## src/rtl/if_stage_fetch.sv

```systemverilog
// Instruction-fetch stage: owns the PC, addresses the combinational instruction
// memory and registers the returned word into the IF/ID pipeline register.
module if_stage_fetch #(
  parameter logic [31:0] RESET_PC = 32'd0,
  parameter logic [31:0] PC_STEP  = 32'd4
) (
  input  logic        clk,
  input  logic        rst,
  input  logic        freeze,
  input  logic        branch_taken,
  input  logic [31:0] branch_addr,
  output logic [31:0] imem_addr,
  input  logic [31:0] imem_instr,
  output logic [31:0] if_pc,
  output logic [31:0] if_instr,
  output logic        if_valid,
  output logic [31:0] fetch_count
);

  typedef enum logic [1:0] {
    RUN      = 2'd0,
    STALL    = 2'd1,
    REDIRECT = 2'd2
  } fetch_mode_e;

  function automatic logic [31:0] align_word(input logic [31:0] addr);
    return {addr[31:2], 2'b00};
  endfunction

  function automatic logic [31:0] step_pc(input logic [31:0] pc);
    return pc + PC_STEP;
  endfunction

  fetch_mode_e mode;
  logic [31:0] pc_p0;
  logic [31:0] pc_next_p0;
  logic [31:0] instr_p1;
  logic [31:0] pc_p1;
  logic        vld_p1;
  logic [31:0] count_p1;

  // Branch outranks freeze so a redirect is never lost behind a stall.
  always_comb begin
    mode = RUN;
    if (branch_taken) begin
      mode = REDIRECT;
    end else if (freeze) begin
      mode = STALL;
    end
  end

  assign pc_next_p0 = step_pc(pc_p0);
  assign imem_addr  = pc_p0;

  // ---- stage p0: program counter ----
  always_ff @(posedge clk) begin
    if (!rst) begin
      pc_p0 <= RESET_PC;
    end else begin
      case (mode)
        REDIRECT: pc_p0 <= align_word(branch_addr);
        STALL:    pc_p0 <= pc_p0;
        default:  pc_p0 <= pc_next_p0;
      endcase
    end
  end

  // ---- stage p1: IF/ID register ----
  always_ff @(posedge clk) begin
    if (!rst) begin
      instr_p1 <= '0;
      pc_p1    <= '0;
      vld_p1   <= 1'b0;
      count_p1 <= '0;
    end else begin
      case (mode)
        REDIRECT: begin
          instr_p1 <= '0;
          pc_p1    <= '0;
          vld_p1   <= 1'b0;
        end
        STALL: begin
          instr_p1 <= instr_p1;
          pc_p1    <= pc_p1;
          vld_p1   <= vld_p1;
        end
        default: begin
          instr_p1 <= imem_instr;
          pc_p1    <= pc_next_p0;
          vld_p1   <= 1'b1;
          count_p1 <= count_p1 + 32'd1;
        end
      endcase
    end
  end

  assign if_instr    = instr_p1;
  assign if_pc       = pc_p1;
  assign if_valid    = vld_p1;
  assign fetch_count = count_p1;

endmodule

```

## config.mk

```make
export PLATFORM = sky130hd
export DESIGN_NAME = if_stage_fetch
export DESIGN_NICKNAME = d
export VERILOG_FILES = /design/src/rtl/if_stage_fetch.sv
export SDC_FILE = /design/constraint.sdc
export NUM_CORES = 1
export LEC_CHECK = 0
export BUFFER_PORTS_ARGS = -buffer_cell sky130_fd_sc_hd__buf_2
export CORE_ASPECT_RATIO = 0.9
export CORE_MARGIN = 2
export CORE_UTILIZATION = 44
export CTS_CLUSTER_DIAMETER = 30
export DETAILED_ROUTE_END_ITERATION = 8
export GPL_ROUTABILITY_DRIVEN = 0
export MAX_ROUTING_LAYER = met4
export PLACE_DENSITY = 0.8
export SYNTH_ARGS = -nofsm -noshare
export SYNTH_HDL_FRONTEND = slang
export SYNTH_SLANG_ARGS = --single-unit
```

## constraint.sdc

```tcl
create_clock -name clk -period 2.8 [get_ports clk]
set_clock_uncertainty 0.05 [all_clocks]
set_input_delay 0.7 -clock clk [delete_from_list [all_inputs] [get_ports clk]]
set_output_delay 0.7 -clock clk [all_outputs]
set_load 0.02 [all_outputs]
```

==> results.md <==
* Crit path depth at 6
* Final HPWL DP at roughly 11000 µm
* Initial antenna violation count at 3
* Type of the worst setup path: reg2reg
* CTS tree: yes
* Worst min path class: reg2reg
* Die extent in y at roughly 110 µm
* DRC Markers at 0
* Post-CTS setup buffer count at 0
* Reg2reg path depth at 6
* Worst reg2reg startpoint: imem_addr[2]
* Rows at 39
* Worst path bufs/invs at 1
* Critical path's top delay family: simple AND/OR/NAND/NOR gates
* CP Capture Point: if_pc[22]
* WP data required at between 3 and 4 ns
* Critical path origin: imem_addr[2]
* Seq/Total Area, Yosys at 0.4435
* Clock sink total at between 100 and 150
* Synth async-reset ratio at 0
* P&R area growth vs syn at 29.92%
* Gates resized, CTS repair at 0
* CTS Root Buffer Type: clkbuf_16
* Largest net degree at the start of global routing at 43
* IO buf count at roughly 190
* CTS Hold Buffers Added at 0
* DR top layer: met4
* Power Total at between 4000 and 5000 µW
* Number of synthesized flops with an enable pin at 0
* First-pass GRT wire length at 24180 µm
* Placement Cell Area at 6760 µm²
* Slew HR at 0.4852
* Synth Area per Inst at 8.502 µm²
* Max incr delay on CP at 0.57 ns
* Vias in the first global route at about 5000
* Critical path's slowest cell: or3_1
* Routed Antenna Nets at 0
* 1st-pass router iterations at 5
* Reg-to-reg critical path endpoint: if_pc[22]
* VDD IR max at between 0.0003 and 0.0004 V
* RSZ-0062 raised after global routing: false
* Total CTS buffers at 17
* Final Cycle Share at 0.8115
* Synth Flop Type: dfxtp_1
* Metal3 WL at 1144 µm
* Deepest clock path buffer count at 2
* Post-Synthesis Cells at approximately 670
* Worst-margin pin slew at 0.7704 ns
* Seq pwr share at 0.415
* FILL cells at about 1100
* Starting Density at 0.4501
* Die area at 13850 µm²
* H-tree depth at 4
* Worst setup SP type: flip-flop
* Share of layout cells above drive strength 1 at 0.2864
* Tmin final at between 2 and 2.5 ns
* Clock power frac at 0.499
* Leak at roughly 0.0034 µW
* CP cell instances: ha_1, inv_1, or3_1, o31a_1, o21ai_0, nand2_1
* All-Layer GR Usage at 0.2311
* Vias at approximately 5200
* CP endpoint kind: flip-flop
* Via density at between 5 and 6
* Comb pwr share at 0.087
* Fin nets at slightly above 900
* Core Region at 12640 µm²
* IO Pins at approximately 200
* Worst-path clk slew at ~0.06 ns
* Wire per inst at 14.81 µm
* Routed WL at 15190 µm
* Yosys reg bits at ~130
* Arr. time, crit path at about 2.5 ns
* Setup Viol. Count Final at 0
* Met2 WL at a little over 7000 µm
* Internal power at 3536 µW
* Wl on met1 at ~6500 µm
* Status: finished clean
* Achievable clock frequency at between 400 and 500 MHz
* Die width at about 120 µm
* Total grt overflow at 0
* Setup TNS at 0 ns
* Yosys warns at 0
* R2R Setup Slk at about 0.53 ns
* Pwr/cell area at approximately 630 nW/µm²
* Final Cell Area at between 7000 and 8000 µm²
* Sw Ratio at 0.2349
* Crit-path max FO at 11
* Clk_lat worst skew at 0.41 ns
* Max-cap violations at 0
* First-iteration detailed-routing DRC count at 331
* Cell area after synthesis at between 5000 and 6000 µm²
* Hold Vio Cnt, Final at 0
* Slew Limit Fails at 0
* Post-synthesis cell type count at 43
* NetSw at approximately 1100 µW
==> cells by family (layout without fill, tap and decap cells) <==
family | Yosys count | count (layout) | share of synthesized area
AO/OA/AOI/OAI | 94 | 94 | 0.08821
XOR/XNOR | 73 | 73 | 0.1124
adder cells (fa/ha/maj) | 2 | 2 | 0.004399
buffers and inverters | 61 | 250 | 0.04531
flip-flops | 126 | 126 | 0.4435
multiplexers | 35 | 35 | 0.06159
other | 1 | 5 | 0.0006593
AND/OR/NAND/NOR | 277 | 277 | 0.2440
==> metal layers <==
| layer | global-route usage | vias up |
|---|---|---|
| met2 | 0.3685 | 168 |
| met1 | 0.2689 | 2414 |
| met4 | 0.07576 | 0 |
| li1 | - | 2604 |
| met3 | 0.08350 | 26 |
| met5 | - | - |
==> per-stage QoR <==
| stage | hold WS [ns] | setup slack (ns) | util | instances |
|---|---|---|---|---|
| 6_report | 0.3970 | 0.5277 | 0.5847 | 1026 |
| 5_1_grt | 0.4227 | 0.3522 | 0.5847 | 1026 |
| 4_1_cts | 0.3998 | 0.5266 | 0.5841 | 1023 |
| 3_5_place_dp | 0.3910 | 0.4839 | 0.5349 | 992 |
| 3_3_place_gp | 0.3807 | 0.4888 | 0.5349 | 992 |
| 2_1_floorplan | 0.4669 | 0.7374 | - | 670 |
==> placed cells by master (no fill, tap or decap), types with 3 or more instances in the layout <==
master / netlist / final
inv_1: 11 / 11
nand2_1: 89 / 89
and2_1: 33 / 33
clkinvlp_4: 0 / 4
mux2i_1: 35 / 35
or2_2: 3 / 3
nor2_1: 60 / 60
clkbuf_16: 0 / 17
or3_1: 6 / 6
bufinv_16: 0 / 4
diode_2: 0 / 3
buf_2: 7 / 191
and3_1: 5 / 5
a21boi_0: 4 / 4
nor3_1: 18 / 18
and4_1: 5 / 5
xnor2_1: 46 / 46
clkinv_2: 0 / 3
nand3_1: 18 / 18
nand4_1: 12 / 12
xor2_1: 27 / 27
dfxtp_1: 126 / 126
nor4_1: 16 / 16
a21oi_1: 23 / 23
buf_4: 3 / 16
o21ai_0: 59 / 59
==> worst min-delay path, cell delays in order, from the launching register on <==
cell and delay, ns:
dfxtp_1 0.32, nand2_1 0.04, o21ai_0 0.05
==> worst min path at each step <==
stage | from | end | slack (ns) | cells past startpoint
after floorplan | if_pc[22] | if_pc[22] | 0.47 | 2
after global placement | if_pc[24] | if_pc[24] | 0.38 | 2
after detailed placement | if_valid | if_valid | 0.39 | 2
after CTS | if_valid | if_valid | 0.40 | 2
after global routing | if_pc[20] | if_pc[20] | 0.42 | 2
final | if_pc[17] | if_pc[17] | 0.40 | 2
==> power groups by stage <==
stage,Clock [µW],Combinational [µW],Sequential (µW)
after floorplan,0,189,2010
after global placement,0,396,1950
after detailed placement,0,401,1950
after CTS,2340,404,1910
after global routing,2440,441,1920
final,2300,401,1920
==> state kept, by name, indices dropped and copies added (netlist names) <==
register,cells
fetch_count,32
if_instr,32
if_pc,31
imem_addr,30
if_valid,1
==> Yosys cell counts (all sizes together) (18+ instances only) <==
cell type / number / area share
nor4: 19 / 0.027
nand2: 89 / 0.059
nor2: 60 / 0.040
xor2: 27 / 0.042
and2: 33 / 0.036
nand3: 19 / 0.018
clkbuf: 36 / 0.024
nor3: 18 / 0.016
dfxtp: 126 / 0.44
o21ai: 60 / 0.053
a21oi: 23 / 0.020
mux2i: 35 / 0.062
xnor2: 46 / 0.071
==> layout make-up <==
type	instances	area (µm²)	share of cell area
multi-input combinational	483	2912	0.3940
sequential	126	2522	0.3413
timing repair buffer	207	1076	0.1456
clock buffer	20	456.7	0.06180
tap	164	205.2	0.02777
clock inverter	11	165.2	0.02235
inverter	12	45.04	0.006095
antenna	3	7.507	0.001016
No activity file was read; power rests on OpenSTA's default activity.
